`src/rtl/jtframe_pkg.sv`:
```
// Shared types for the jtframe reset sequencer and related blocks.
package jtframe_pkg;

  typedef enum logic [2:0] {
    ST_WAIT_LOCK  = 3'd0,
    ST_SETTLE     = 3'd1,
    ST_SDRAM_INIT = 3'd2,
    ST_GAME_HOLD  = 3'd3,
    ST_RUN        = 3'd4
  } rst_st_e;

endpackage

```
`src/rtl/jtframe_frac_cen.sv`:
```
// Accumulator-based fractional clock enable: FRAC_N pulses every FRAC_M cycles while run=1.
module jtframe_frac_cen #(
  parameter int FRAC_N = 3,
  parameter int FRAC_M = 40,
  parameter int FW     = 8
) (
  input  logic clk,
  input  logic rst,
  input  logic run,
  output logic cen
);

  logic [FW-1:0] acc;
  logic [FW-1:0] acc_nxt;

  assign acc_nxt = acc + FW'(FRAC_N);

  always_ff @(posedge clk) begin
    if (rst || !run) begin
      acc <= '0;
      cen <= 1'b0;
    end else if (acc_nxt >= FW'(FRAC_M)) begin
      acc <= acc_nxt - FW'(FRAC_M);
      cen <= 1'b1;
    end else begin
      acc <= acc_nxt;
      cen <= 1'b0;
    end
  end

endmodule

```
`src/rtl/jtframe_rst_seq.sv`:
```
// PLL lock qualification, SDRAM-then-game reset sequencing and phase-aligned clock enables.
module jtframe_rst_seq
  import jtframe_pkg::*;
#(
  parameter int SETTLE    = 480,
  parameter int SDRAM_TMO = 19200,
  parameter int GAME_HOLD = 64,
  parameter int CW        = 16,
  parameter int FRAC_N    = 3,
  parameter int FRAC_M    = 40,
  parameter int FW        = 8
) (
  input  logic clk,
  input  logic rst,
  input  logic pll_locked,
  input  logic sdram_rdy,
  output logic rst_sdram,
  output logic rst_game,
  output logic cen24,
  output logic cen12,
  output logic cen6,
  output logic cen_frac,
  output logic init_err
);

  localparam logic [CW-1:0] SETTLE_LAST = CW'(SETTLE - 1);
  localparam logic [CW-1:0] TMO_LAST    = CW'(SDRAM_TMO - 1);
  localparam logic [CW-1:0] HOLD_LAST   = CW'(GAME_HOLD - 1);

  logic [1:0]    lk_pipe;
  logic          lk;
  rst_st_e       st;
  logic [CW-1:0] cnt;
  logic [2:0]    ph;
  logic          run;

  assign lk  = lk_pipe[1];
  // Enables freeze the same cycle a lost lock is seen, not one later
  assign run = (st != ST_WAIT_LOCK) && lk;

  always_ff @(posedge clk) begin
    if (rst) begin
      lk_pipe   <= '0;
      st        <= ST_WAIT_LOCK;
      cnt       <= '0;
      ph        <= '0;
      rst_sdram <= 1'b1;
      rst_game  <= 1'b1;
      init_err  <= 1'b0;
      cen24     <= 1'b0;
      cen12     <= 1'b0;
      cen6      <= 1'b0;
    end else begin
      lk_pipe <= {lk_pipe[0], pll_locked};
      cen24   <= run && ph[0];
      cen12   <= run && (ph[1:0] == 2'b11);
      cen6    <= run && (ph == 3'b111);
      ph      <= run ? ph + 3'd1 : 3'd0;
      cnt     <= cnt + 1'b1;
      if (st != ST_WAIT_LOCK && !lk) begin
        st        <= ST_WAIT_LOCK;
        rst_sdram <= 1'b1;
        rst_game  <= 1'b1;
        cnt       <= '0;
      end else begin
        case (st)
          ST_WAIT_LOCK: begin
            rst_sdram <= 1'b1;
            rst_game  <= 1'b1;
            cnt       <= '0;
            if (lk) begin
              st <= ST_SETTLE;
              ph <= '0;
            end
          end
          ST_SETTLE:
            if (cnt == SETTLE_LAST) begin
              st        <= ST_SDRAM_INIT;
              rst_sdram <= 1'b0;
              cnt       <= '0;
            end
          ST_SDRAM_INIT:
            if (sdram_rdy) begin
              st  <= ST_GAME_HOLD;
              cnt <= '0;
            end else if (cnt == TMO_LAST) begin
              // Retry: pulse the controller's reset again through a full settle period
              st        <= ST_SETTLE;
              init_err  <= 1'b1;
              rst_sdram <= 1'b1;
              cnt       <= '0;
              ph        <= '0;
            end
          ST_GAME_HOLD:
            if (!sdram_rdy) begin
              st  <= ST_SDRAM_INIT;
              cnt <= '0;
            end else if (cnt == HOLD_LAST) begin
              st       <= ST_RUN;
              rst_game <= 1'b0;
              cnt      <= '0;
            end
          ST_RUN: cnt <= '0;
          default: begin
            st        <= ST_WAIT_LOCK;
            rst_sdram <= 1'b1;
            rst_game  <= 1'b1;
            cnt       <= '0;
          end
        endcase
      end
    end
  end

  jtframe_frac_cen #(
    .FRAC_N(FRAC_N),
    .FRAC_M(FRAC_M),
    .FW    (FW)
  ) u_frac (
    .clk(clk),
    .rst(rst),
    .run(run),
    .cen(cen_frac)
  );

endmodule

```
`config.mk`:
```
export PLATFORM = sky130hd
export DESIGN_NAME = jtframe_rst_seq
export DESIGN_NICKNAME = d
export VERILOG_FILES = /design/src/rtl/jtframe_pkg.sv /design/src/rtl/jtframe_frac_cen.sv /design/src/rtl/jtframe_rst_seq.sv
export SDC_FILE = /design/constraint.sdc
export NUM_CORES = 1
export LEC_CHECK = 0
export ABC_AREA = 1
export CAP_MARGIN = 20
export CORE_MARGIN = 2
export CORE_UTILIZATION = 35
export CTS_CLUSTER_SIZE = 40
export DETAILED_ROUTE_END_ITERATION = 10
export SETUP_SLACK_MARGIN = 0.4
export SLEW_MARGIN = 20
export SYNTH_ARGS = -nofsm -noshare
export SYNTH_HDL_FRONTEND = slang
export SYNTH_SLANG_ARGS = --single-unit
export TNS_END_PERCENT = 1
```
`constraint.sdc`:
```
create_clock -name clk -period 3.37 [get_ports clk]
set_input_delay 0.674 -clock clk [delete_from_list [all_inputs] [get_ports clk]]
set_output_delay 0.674 -clock clk [all_outputs]
set_load 0.1 [all_outputs]
```
# Word level (Yosys, flattened, before mapping)
# Index checks and enable logic that the tools add are counted.
[totals]
ff_bits = 39
word_cells = 84
[op_classes]
add_sub_neg = 4
n_lt_le_gt_ge = 1
n_eq_ne = 17
mux = 28
n_bitwise = 5
n_reduce_logical = 17
[ops]
columns = ["cell", "n"]
rows = [
  ["$mux W16", 5],
  ["$pmux W16 S3", 1],
  ["$mux W3", 11],
  ["$add A16 B1 Y16 const B", 1],
  ["$eq A16 B15 Y1 const B", 1],
  ["$eq A16 B6 Y1 const B", 1],
  ["$eq A16 B9 Y1 const B", 1],
  ["$pmux W3 S5", 1],
  ["$ne A2 B2 Y1 const B", 6],
  ["$add A8 B2 Y8 const B", 1],
  ["$ge A8 B6 Y1 const B", 1],
  ["$mux W8", 1],
  ["$reduce_and A4 Y1", 2],
  ["$sub A8 B6 Y8 const B", 1],
  ["$eq A3 B2 Y1 const B", 2],
  ["$eq A3 B3 Y1 const B", 2],
  ["$mux W1", 6],
  ["$ne A3 B3 Y1 const B", 2],
  ["$pmux W3 S2", 1],
  ["$logic_and A1 B1 Y1", 5],
  ["$not A1 Y1", 5],
  ["$reduce_and A5 Y1", 1],
  ["$reduce_or A2 Y1", 2],
  ["$add A3 B1 Y3 const B", 1],
  ["10 further kinds", 11],
]

# Longest topological paths before layout
[depth]
ltp_word = 7
depth_mapped = 13

# Modules after synthesis
# A second synthesis with hierarchy kept.
[unflattened]
cells_unflattened = 289
hier_area_um2 = 2024.4
[by_module_without_submodules]
columns = ["mod", "instances", "cells_each", "area_each_um2", "seq_area_each_um2"]
rows = [
  ["jtframe_rst_seq", 1, 200, 1438.9, 600.6],
  ["jtframe_frac_cen", 1, 89, 585.6, 180.2],
]

# Worst setup path after synthesis
# Ideal clock, no wire load.
[synth_timing]
kind = "register to output"
start = "register init_err"
end = "output init_err"
t_arrival_ps = 925
setup_slack_ps = 1771
path_stages_with_launch = 1
path_buffers = 0
cell_sequence = "dfxtp_1"
[synth_lines]
columns = ["item", "line_no", "source"]
rows = [
  ["start: declaration", "jtframe_rst_seq.sv:23", "output logic init_err"],
  ["start signal: assignment", "jtframe_rst_seq.sv:49", "init_err <= 1'b0;"],
  ["start signal: assignment", "jtframe_rst_seq.sv:89", "init_err <= 1'b1;"],
]
# No word-level cell between the ends.

# Worst setup path in the final report
[layout_timing]
start = "register u_frac.cen"
end = "output cen_frac"
[layout_lines]
columns = ["item", "line_no", "source"]
rows = [
  ["start: declaration", "jtframe_frac_cen.sv:10", "output logic cen"],
  ["start signal: assignment", "jtframe_frac_cen.sv:21", "cen <= 1'b0;"],
  ["start signal: assignment", "jtframe_frac_cen.sv:24", "cen <= 1'b1;"],
  ["start signal: assignment", "jtframe_frac_cen.sv:27", "cen <= 1'b0;"],
  ["end: declaration", "jtframe_rst_seq.sv:22", "output logic cen_frac,"],
]
# No word-level cell between the ends.

==> impl_metrics.toml <==
[outcome]
status = "finished clean"

[critical_path]
cp_num_cells = 1
worstPathMaxFanout = 1
crit_type = "flop to output pin"
arrival_ps = 1710
worst_r2r_path_depth = 12
slowest_stage = "clkdlybuf4s50_1"
regToRegSetupSlack_ps = 1600
cp_cell_sequence = "clkdlybuf4s50_1"
crit_required_ps = 2700
crit_path_start_kind = "flop"
end_kind = "output pin"
cp_num_buf_inv = 1
cp_top_family = "buffers and inverters"
max_stage_delay_ps = 1120

[clocking]
numCtsBuffers = 5
clock_latency_ps = 280
cts_sinks = 39
cts_hold_buf = 0
cts_tree = "done"
cts-root-buf = "clkbuf_8"
cts_buffer_depth = 2
cts_htree_levels = 2
cts_setup_buffers = 0
path_clk_slew_ps = 80
post_cts_resized = 0

[detailed_routing]
viasPerCell = 4.50
drtAntennaViolNets = 0
finalWirelength_um = 3670
vias = 1701
drc = 0
wire_per_inst_um = 9.71
dr.pass1.iters = 4
first_iter_violations = 58

[floorplanning]
dieHeight_um = 79.6
rows = 27
core_um2 = 5510
die_width_um = 79.6
initial_core_util = 0.363
pin_count = 11
die_area_um2 = 6330

[logic_synthesis]
synthCells = 289
synth_edf_count = 0
synth_seq_cells = 39
yosys.cell_count.top_type = "nand2_1"
synth-seq-area-share = 0.390
synthTopCellsByArea = "dfxtp_1, nand2_1, inv_1, nor2_1, nand3_1"
ys_top_cells_by_count = "nand2_1, inv_1, nor2_1"
synth_ff_type = "dfxtp_1"
yosysTopAreaCell = "dfxtp_1"
synthArstFlopShare = 0
synth_area_um2 = 2000
synth_nets = 298
yosysWarnings = 0
synth_top_cell_area_share = 0.390
synth_cell_types = 30
avgSynthCellArea_um2 = 6.92

[sta]
max-slew-margin-rel = 0.359
fmax_ghz = 0.419
fin_crit_ps = 2390
rsz0062_at_grt = "no"
fin_tns_setup_ps = 0
setup_ws_ps = 984
maxSlewViolCount = 0
hold_viol_final = 0
worst_pin_slew_ps = 958
final.period_utilization = 0.708
setup_viol = 0
finClkSkew_ps = 6.98

[grt]
grt_pass1_wl_um = 6180
grt_overflow_total = 0
grt_pass1_vias = 1482
antenna_found_initial = 0
grtUsageTotal = 0.123
grt_max_degree = 13

[min_path]
min_path_cells = 2
hold_path_class = "flop to flop"

[job]
maxCapViolations = 0

[power]
p_per_area_nw_per_um2 = 492
p_leak_nw = 1.11
finalPower_mw = 1.13
max-vdd-ir-drop_mv = 0.339

[finish]
n_antenna_cell = 0
syn_to_final_growth_pct = 14.6
final_nets = 314
drive_gt1_frac = 0.108
fin_util = 0.416

[placed_design]
port_buffers = 10
preCtsSetupSlack_ps = 1270
gp_congestion = 0.831
place_hpwl_um = 2750
-- logic make-up (layout without fill, tap and decap cells) --
kind of cell	after synthesis	after routing	synth area share
DFF	39	39	0.390
AOI/OAI and AO/OA	25	25	0.0795
buffers and inverters	58	75	0.111
xor gates and xnor gates	5	5	0.0219
adders and majority gates	5	5	0.0313
and+or+nand+nor	157	157	0.366
-- metal layers --
layer | vias up | share of wire | wire length, µm | global-route usage
met5 | - | 0 | 0 | 0
met4 | 0 | 0 | 0 | 0.0310
met2 | 30 | 0.44 | 1630 | 0.201
met1 | 737 | 0.52 | 1910 | 0.161
li1 | 934 | - | - | -
met3 | 0 | 0.037 | 135 | 0.0339
-- area by class of cell --
type / count / area (µm²)
clock inverters: 2 / 35.0
repair buffers: 10 / 92.6
flip-flops and latches: 39 / 781
multi-input cells: 192 / 997
clock buffers: 6 / 82.6
fillers: 534 / 3210
inverters: 57 / 214
well taps: 72 / 90.1
-- worst reg2reg max path, stage by stage, from the launching register on --
cell	delay [ps]
dfxtp_1	360
ha_1	210
nand3_2	150
nor2_2	240
nand3_1	130
nand2_1	90
nand2_1	80
inv_2	80
nand2_4	80
nand2_4	110
inv_2	50
nand2_1	60
inv_1	30
-- report_power, final --
group,switching [mW],internal (mW)
sequential,0.0250,0.478
combinational,0.158,0.0684
clock,0.158,0.240
total,0.341,0.786
-- placed cells by master (no fill, tap or decap) --
cell type        instances
o21ai_0                  8
a21oi_1                  6
nor3_1                   2
nand2_4                  2
nand3_1                 16
o21ai_2                  1
nand4_1                 12
dfxtp_1                 39
or2_2                    1
nand2_1                 66
buf_4                    3
o21bai_1                 3
nand2_2                  4
nor2_4                   1
nor3_2                   3
nor2_2                   2
clkbuf_8                 6
nand3_2                  2
inv_2                    4
a31oi_1                  2
nor2_1                  43
nor4_1                   1
a21oi_4                  1
ha_1                     5
inv_1                   53
xor2_1                   5
clkinv_2                 1
nor3_4                   1
o22ai_1                  1
nand3b_1                 1
bufinv_16                1
clkdlybuf4s50_1          7
o21a_1                   1
o211ai_1                 2
-- path summary, 6_finish.rpt --
check             start         end
max          u_frac.cen    cen_frac
min          lk_pipe[0]  lk_pipe[1]
max reg2reg      cnt[0]     cnt[12]
min reg2reg  lk_pipe[0]  lk_pipe[1]
-- flip-flops by register name, indices dropped and copies added, names as in the netlist --
| register | cells |
|---|---|
| u_frac.cen | 1 |
| init_err | 1 |
| u_frac.acc | 8 |
| st | 3 |
| cnt | 16 |
| ph | 3 |
| cen6 | 1 |
| cen24 | 1 |
| rst_sdram | 1 |
| rst_game | 1 |
| cen12 | 1 |
| lk_pipe | 2 |
-- per-stage QoR --
step	instances	hold WS, ps	cell area [µm²]
6_report	378	405	2290
5_1_grt	378	436	2290
4_1_cts	378	408	2290
3_5_place_dp	370	397	2170
3_3_place_gp	370	394	2170
2_1_floorplan	289	388	2000
No activity file was read; power rests on OpenSTA's default activity.
